File: src/rtl/axi_rd_master_pkg.sv
// Shared types and constants for the AXI4 single-beat read initiator.
// Consumers: axi_rd_master (top) and load_extend (byte-lane extraction).
package axi_rd_master_pkg;

  // One-hot FSM encoding.
  typedef enum logic [3:0] {
    ST_IDLE = 4'b0001,
    ST_ADDR = 4'b0010,
    ST_DATA = 4'b0100,
    ST_RESP = 4'b1000
  } state_t;

  localparam logic [1:0]  SIZE_B         = 2'd0;
  localparam logic [1:0]  SIZE_H         = 2'd1;
  localparam logic [1:0]  SIZE_W         = 2'd2;

  localparam logic [1:0]  AXI_BURST_INCR = 2'b01;
  localparam logic [1:0]  AXI_RESP_OKAY  = 2'b00;

  localparam logic [15:0] TIMEOUT_MAX    = 16'hFFFF;

endpackage

File: src/rtl/load_extend.sv
// Combinational load data extraction: picks the addressed byte/half/word out of
// a 64-bit read beat and sign- or zero-extends it to 32 bits.
module load_extend
  import axi_rd_master_pkg::*;
#(
  parameter bit LANE_ALIGNED = 1'b1
) (
  input  logic [63:0] rdata,
  input  logic [2:0]  addr_lo,
  input  logic [1:0]  size,
  input  logic        is_signed,
  output logic [31:0] data
);

  logic [5:0]  shamt;
  logic [31:0] shifted;

  // Right-justified responders already put the addressed data at bit 0.
  assign shamt   = LANE_ALIGNED ? {addr_lo, 3'b000} : 6'd0;
  assign shifted = 32'(rdata >> shamt);

  always_comb begin
    data = shifted;
    case (size)
      SIZE_B:  data = {{24{is_signed & shifted[7]}},  shifted[7:0]};
      SIZE_H:  data = {{16{is_signed & shifted[15]}}, shifted[15:0]};
      default: data = shifted;
    endcase
  end

endmodule

File: src/rtl/axi_rd_master.sv
// AXI4 read initiator: one core load request -> one AR beat -> one R beat -> one result.
// Optional macro AXI_RD_TIMEOUT_EN adds a 16-bit wait timeout in ADDR/DATA.
module axi_rd_master
  import axi_rd_master_pkg::*;
#(
  parameter logic [3:0] ID           = 4'h0,
  parameter bit         LANE_ALIGNED = 1'b1
) (
  input  logic        clock,
  input  logic        reset,
  // Core load request / result
  input  logic        req_valid_i,
  output logic        req_ready_o,
  input  logic [31:0] req_addr_i,
  input  logic [1:0]  req_size_i,
  input  logic        req_signed_i,
  output logic        rsp_valid_o,
  input  logic        rsp_ready_i,
  output logic [31:0] rsp_data_o,
  output logic        rsp_err_o,
  // AXI AR channel
  output logic [31:0] araddr_o,
  output logic        arvalid_o,
  input  logic        arready_i,
  output logic [3:0]  arid_o,
  output logic [7:0]  arlen_o,
  output logic [2:0]  arsize_o,
  output logic [1:0]  arburst_o,
  // AXI R channel
  input  logic [63:0] rdata_i,
  input  logic [1:0]  rresp_i,
  input  logic        rlast_i,
  input  logic [3:0]  rid_i,
  input  logic        rvalid_i,
  output logic        rready_o,
  // FSM state for checkers
  output logic [3:0]  dbg_state_o
);

  // Handshakes: a transfer happens on a rising edge where valid and ready are
  // both high; a valid is never withdrawn until its transfer, and payload is
  // held stable while valid waits for ready.

  state_t      state_q, state_d;
  logic [1:0]  size_q;
  logic        signed_q;
  logic [31:0] ext_data;
  logic        beat_err;
  logic        accept;
  logic        r_fire;
  logic        timeout;

  assign accept   = (state_q == ST_IDLE) && req_valid_i;
  assign r_fire   = (state_q == ST_DATA) && rvalid_i;
  assign beat_err = (rresp_i != AXI_RESP_OKAY) || (rid_i != ID) || !rlast_i;

`ifdef AXI_RD_TIMEOUT_EN
  logic [15:0] wait_cnt_q;

  assign timeout = ((state_q == ST_ADDR) || (state_q == ST_DATA)) &&
                   (wait_cnt_q == TIMEOUT_MAX);

  // Restarts on every state change, so each wait phase gets a full budget.
  always_ff @(posedge clock or posedge reset) begin
    if (reset) begin
      wait_cnt_q <= '0;
    end else if (state_d != state_q) begin
      wait_cnt_q <= '0;
    end else if ((state_q == ST_ADDR) || (state_q == ST_DATA)) begin
      wait_cnt_q <= wait_cnt_q + 16'd1;
    end
  end
`else
  assign timeout = 1'b0;
`endif

  always_ff @(posedge clock or posedge reset) begin
    if (reset) begin
      state_q <= ST_IDLE;
    end else begin
      state_q <= state_d;
    end
  end

  always_comb begin
    state_d     = state_q;
    req_ready_o = 1'b0;
    arvalid_o   = 1'b0;
    rready_o    = 1'b0;
    rsp_valid_o = 1'b0;
    unique case (state_q)
      ST_IDLE: begin
        req_ready_o = 1'b1;
        if (req_valid_i) state_d = ST_ADDR;
      end
      ST_ADDR: begin
        arvalid_o = 1'b1;
        if (arready_i)    state_d = ST_DATA;
        else if (timeout) state_d = ST_RESP;
      end
      ST_DATA: begin
        rready_o = 1'b1;
        if (rvalid_i)     state_d = ST_RESP;
        else if (timeout) state_d = ST_RESP;
      end
      ST_RESP: begin
        rsp_valid_o = 1'b1;
        if (rsp_ready_i) state_d = ST_IDLE;
      end
      default: state_d = ST_IDLE;
    endcase
  end

  // Request fields are latched at accept so the AR payload stays stable.
  always_ff @(posedge clock or posedge reset) begin
    if (reset) begin
      araddr_o   <= '0;
      size_q     <= SIZE_B;
      signed_q   <= 1'b0;
      rsp_data_o <= '0;
      rsp_err_o  <= 1'b0;
    end else begin
      if (accept) begin
        araddr_o <= req_addr_i;
        size_q   <= req_size_i;
        signed_q <= req_signed_i;
      end
      if (r_fire) begin
        rsp_data_o <= ext_data;
        rsp_err_o  <= beat_err;
      end else if (timeout) begin
        rsp_data_o <= '0;
        rsp_err_o  <= 1'b1;
      end
    end
  end

  load_extend #(
    .LANE_ALIGNED (LANE_ALIGNED)
  ) u_load_extend (
    .rdata     (rdata_i),
    .addr_lo   (araddr_o[2:0]),
    .size      (size_q),
    .is_signed (signed_q),
    .data      (ext_data)
  );

  assign arid_o      = ID;
  assign arlen_o     = 8'd0;
  assign arsize_o    = {1'b0, size_q};
  assign arburst_o   = AXI_BURST_INCR;
  assign dbg_state_o = state_q;

endmodule
File: config.mk
export PLATFORM = sky130hd
export DESIGN_NAME = axi_rd_master
export DESIGN_NICKNAME = d
export VERILOG_FILES = /design/src/rtl/axi_rd_master_pkg.sv /design/src/rtl/load_extend.sv /design/src/rtl/axi_rd_master.sv
export SDC_FILE = /design/constraint.sdc
export NUM_CORES = 1
export LEC_CHECK = 0
export CORE_ASPECT_RATIO = 1.5
export CORE_MARGIN = 2
export CORE_UTILIZATION = 40
export DETAILED_ROUTE_END_ITERATION = 12
export HOLD_SLACK_MARGIN = 0.15
export PLACE_DENSITY = 0.82
export SLEW_MARGIN = 15
export SYNTH_ARGS = -nofsm -noshare
export SYNTH_HDL_FRONTEND = slang
export SYNTH_SLANG_ARGS = --single-unit
File: constraint.sdc
create_clock -name clock -period 2.8 [get_ports clock]
set_input_delay 0.28 -clock clock [delete_from_list [all_inputs] [get_ports clock]]
set_output_delay 0.28 -clock clock [all_outputs]
set_load 0.03 [all_outputs]
==> metrics.csv <==
metric,value,unit
gpl congestion,0.881,
TNS Setup,0,ps
initial antenna violation count,0,
GRT Overall Usage,21.7,%
DP Area,6460,um^2
Pleak,2.73,nW
clock sinks,72,
DRT antenna net count,0,
Worst setup EP type,primary output,
DIE AREA,12500,um^2
"Seq/Total Area, Yosys",38.8,%
maximum VDD drop,0.000534,V
root buf cell,clkbuf_16,
vias after detailed routing,4010,
CTS tree,built,
crit path from,dbg_state_o[0]$_DFFE_PP1P_,
crit path cell chain,nor4b_4 > clkdlybuf4s50_1,
area share of the leading cell type in the synthesized netlist,38.2,%
Yosys warnings,0,
R2R Path End,rsp_data_o[20]$_DFFE_PP0P_,
total grt overflow,0,
post-layout min period,2270,ps
clk slew on worst S/H paths,60,ps
Starting Density,40.8,%
Critical path destination,req_ready_o,
boundary pin count,202,
final setup margin,528,ps
Slowest cell on crit path,clkdlybuf4s50_1,
Max-Cap Viols,0,
CTS resizes,0,
post-route cell area,6770,um^2
run status,completed,
DR WL/cell,18.7,um
vias per cell,5.46,
drt pass-1 iters,5,
drt total wl,13.7,mm
# port buffers,186,
vias in the first global route,4067,
Final Util,59.3,%
RSZ-0062 raised after global routing,no,
Clock Latency Late Sink,330,ps
die extent in x,92.1,um
Worst R2R Path Depth,4,
Post-Route Skew,8.25,ps
Yosys top cell by area,dfrtp_1,
Slew headroom,42.7,%
Cell variety after synth,50,
Worst Path Arrival,1990,ps
pre-CTS WS,624,ps
PD cells,1210,nW/um^2
TritonCTS buffer count,9,
final hold viol count,0,
Post-synth EDFFs,0,
fraction of final layout cells sized beyond drive strength 1,13.4,%
cell area after synthesis,4650,um^2
Tot Pwr,8.17,mW
Die Y,136,um
DR iter-0 viols,213,
worst path required time,2520,ps
largest net degree at the start of global routing,53,
H-Tree Depth,3,
row count,48,
crit start category,flip-flop,
# setup viols final,0,
commonest register cell after synthesis,dfrtp_1,
leading post-synthesis cells by cell area,"dfrtp_1, mux2i_1, mux2_1, mux4_2, nor2_1",
worst-path fanout max,8,
cell count after synthesis,410,
Final Max Tran Viols,0,
most common cell in the netlist,dfrtp_1,
flop and latch count out of synthesis,72,
Worst Tran Pin Value,857,ps
Worst Hold Class,in -> async,
Core ar.,11400,um^2
synthesized area per cell,11.3,um^2
Clock Path Buffers,2,
area delta synth->final,45.5,%
Final #Nets,691,
critical path type,reg -> out,
Max Freq,440,MHz
r2r setup slk,600,ps
"slowest stage delay, CP",730,ps
CTS hold repair buffers,0,
asr flop ratio synth,100,%
first-pass GRT wire length,21.1,mm
DRC viols,0,
dpl hpwl,10.8,mm
RR Startpoint,araddr_o[1]$_DFFE_PP0P_,
Synth top cells by count,"dfrtp_1, nor2_1, mux2i_1, mux2_1, buf_4",
antenna cells,0,
period utilisation layout,81.1,%
Post-CTS Setup Inserts,0,
[routing by layer]
metal	vias up	global-route usage (%)	part of all wire, %
met5	-	0	0
met4	0	9.95	3.7
met3	33	3.44	5.5
met2	198	38.4	53
met1	1959	25.7	38
li1	1820	-	-
[worst max-delay path: cells and delay by family, from the launching register on]
family / cells / cell delay [ps]
buffers and inverters: 1 / 730
flip-flops: 1 / 620
AND/OR/NAND/NOR: 1 / 310
[logic make-up (layout without fill, tap and decap cells)]
kind of cell	count (synthesis)	count (layout)	share of synthesized area, %
muxes	97	97	25.6
other	2	15	0.161
and+or+nand+nor	91	91	9.79
buffers and inverters	51	212	7.96
AOI/OAI and AO/OA	97	97	17.7
DFF	72	72	38.8
[through the flow]
step | hold WS [ps] | std cells
finish | 291 | 734
global route | 340 | 734
CTS | 299 | 734
detailed placement | 472 | 718
global placement | 470 | 718
floorplan | 376 | 423
[cell usage in the layout, fill, tap and decap left out, drive strengths merged, types with 2 or more instances in the layout]
master,Yosys,routed
a211o,7,7
a211oi,8,8
a21oi,16,16
a2bb2oi,7,7
a31oi,17,17
and2,2,2
buf,42,8
clkbuf,7,10
clkdlybuf4s50,0,186
clkinv,0,2
clkinvlp,0,2
conb,2,15
dfrtp,71,71
inv,2,3
mux2,37,37
mux2i,46,46
mux4,14,14
nand2,15,15
nand2b,4,4
nand3b,3,3
nor2,53,53
nor2b,4,4
nor3b,2,2
nor4b,4,4
o21ai,23,23
o22ai,9,9
o41ai,2,2
or2,2,2
[worst min path at each step]
stage,from,depth (start not counted),slack (ps),end
after floorplan,arready_i,1,380,dbg_state_o[1]$_DFFE_PP0P_
after global placement,rsp_data_o[4]$_DFFE_PP0P_,2,470,rsp_data_o[4]$_DFFE_PP0P_
after detailed placement,rsp_data_o[7]$_DFFE_PP0P_,2,470,rsp_data_o[7]$_DFFE_PP0P_
after global routing,reset,2,340,rsp_data_o[31]$_DFFE_PP0P_
final,reset,2,290,rsp_data_o[31]$_DFFE_PP0P_
after CTS,reset,2,300,rsp_data_o[31]$_DFFE_PP0P_
[power by group]
part	total (mW)	switching [mW]	leakage [nW]	internal, mW
clock network	1.17	0.449	0.145	0.717
registers	1.95	0.399	0.876	1.55
logic	5.05	2.81	1.71	2.25
total	8.17	3.66	2.73	4.51
[final cells by class]
cell class | count | area [um^2]
well taps | 150 | 188
fillers | 944 | 4640
repair buffers | 194 | 1930
clock buffers | 10 | 239
multi-input cells | 300 | 2530
clock inverters | 6 | 67.6
inverters | 2 | 7.51
flip-flops and latches | 72 | 1810
[registers in the layout, indices dropped and copies added, names as in the netlist]
signal and cells:
rsp_err_o 1, araddr_o 32, dbg_state_o 4, signed_q 1, rsp_data_o 32, size_q 2
(Power assumes the default switching activity.)
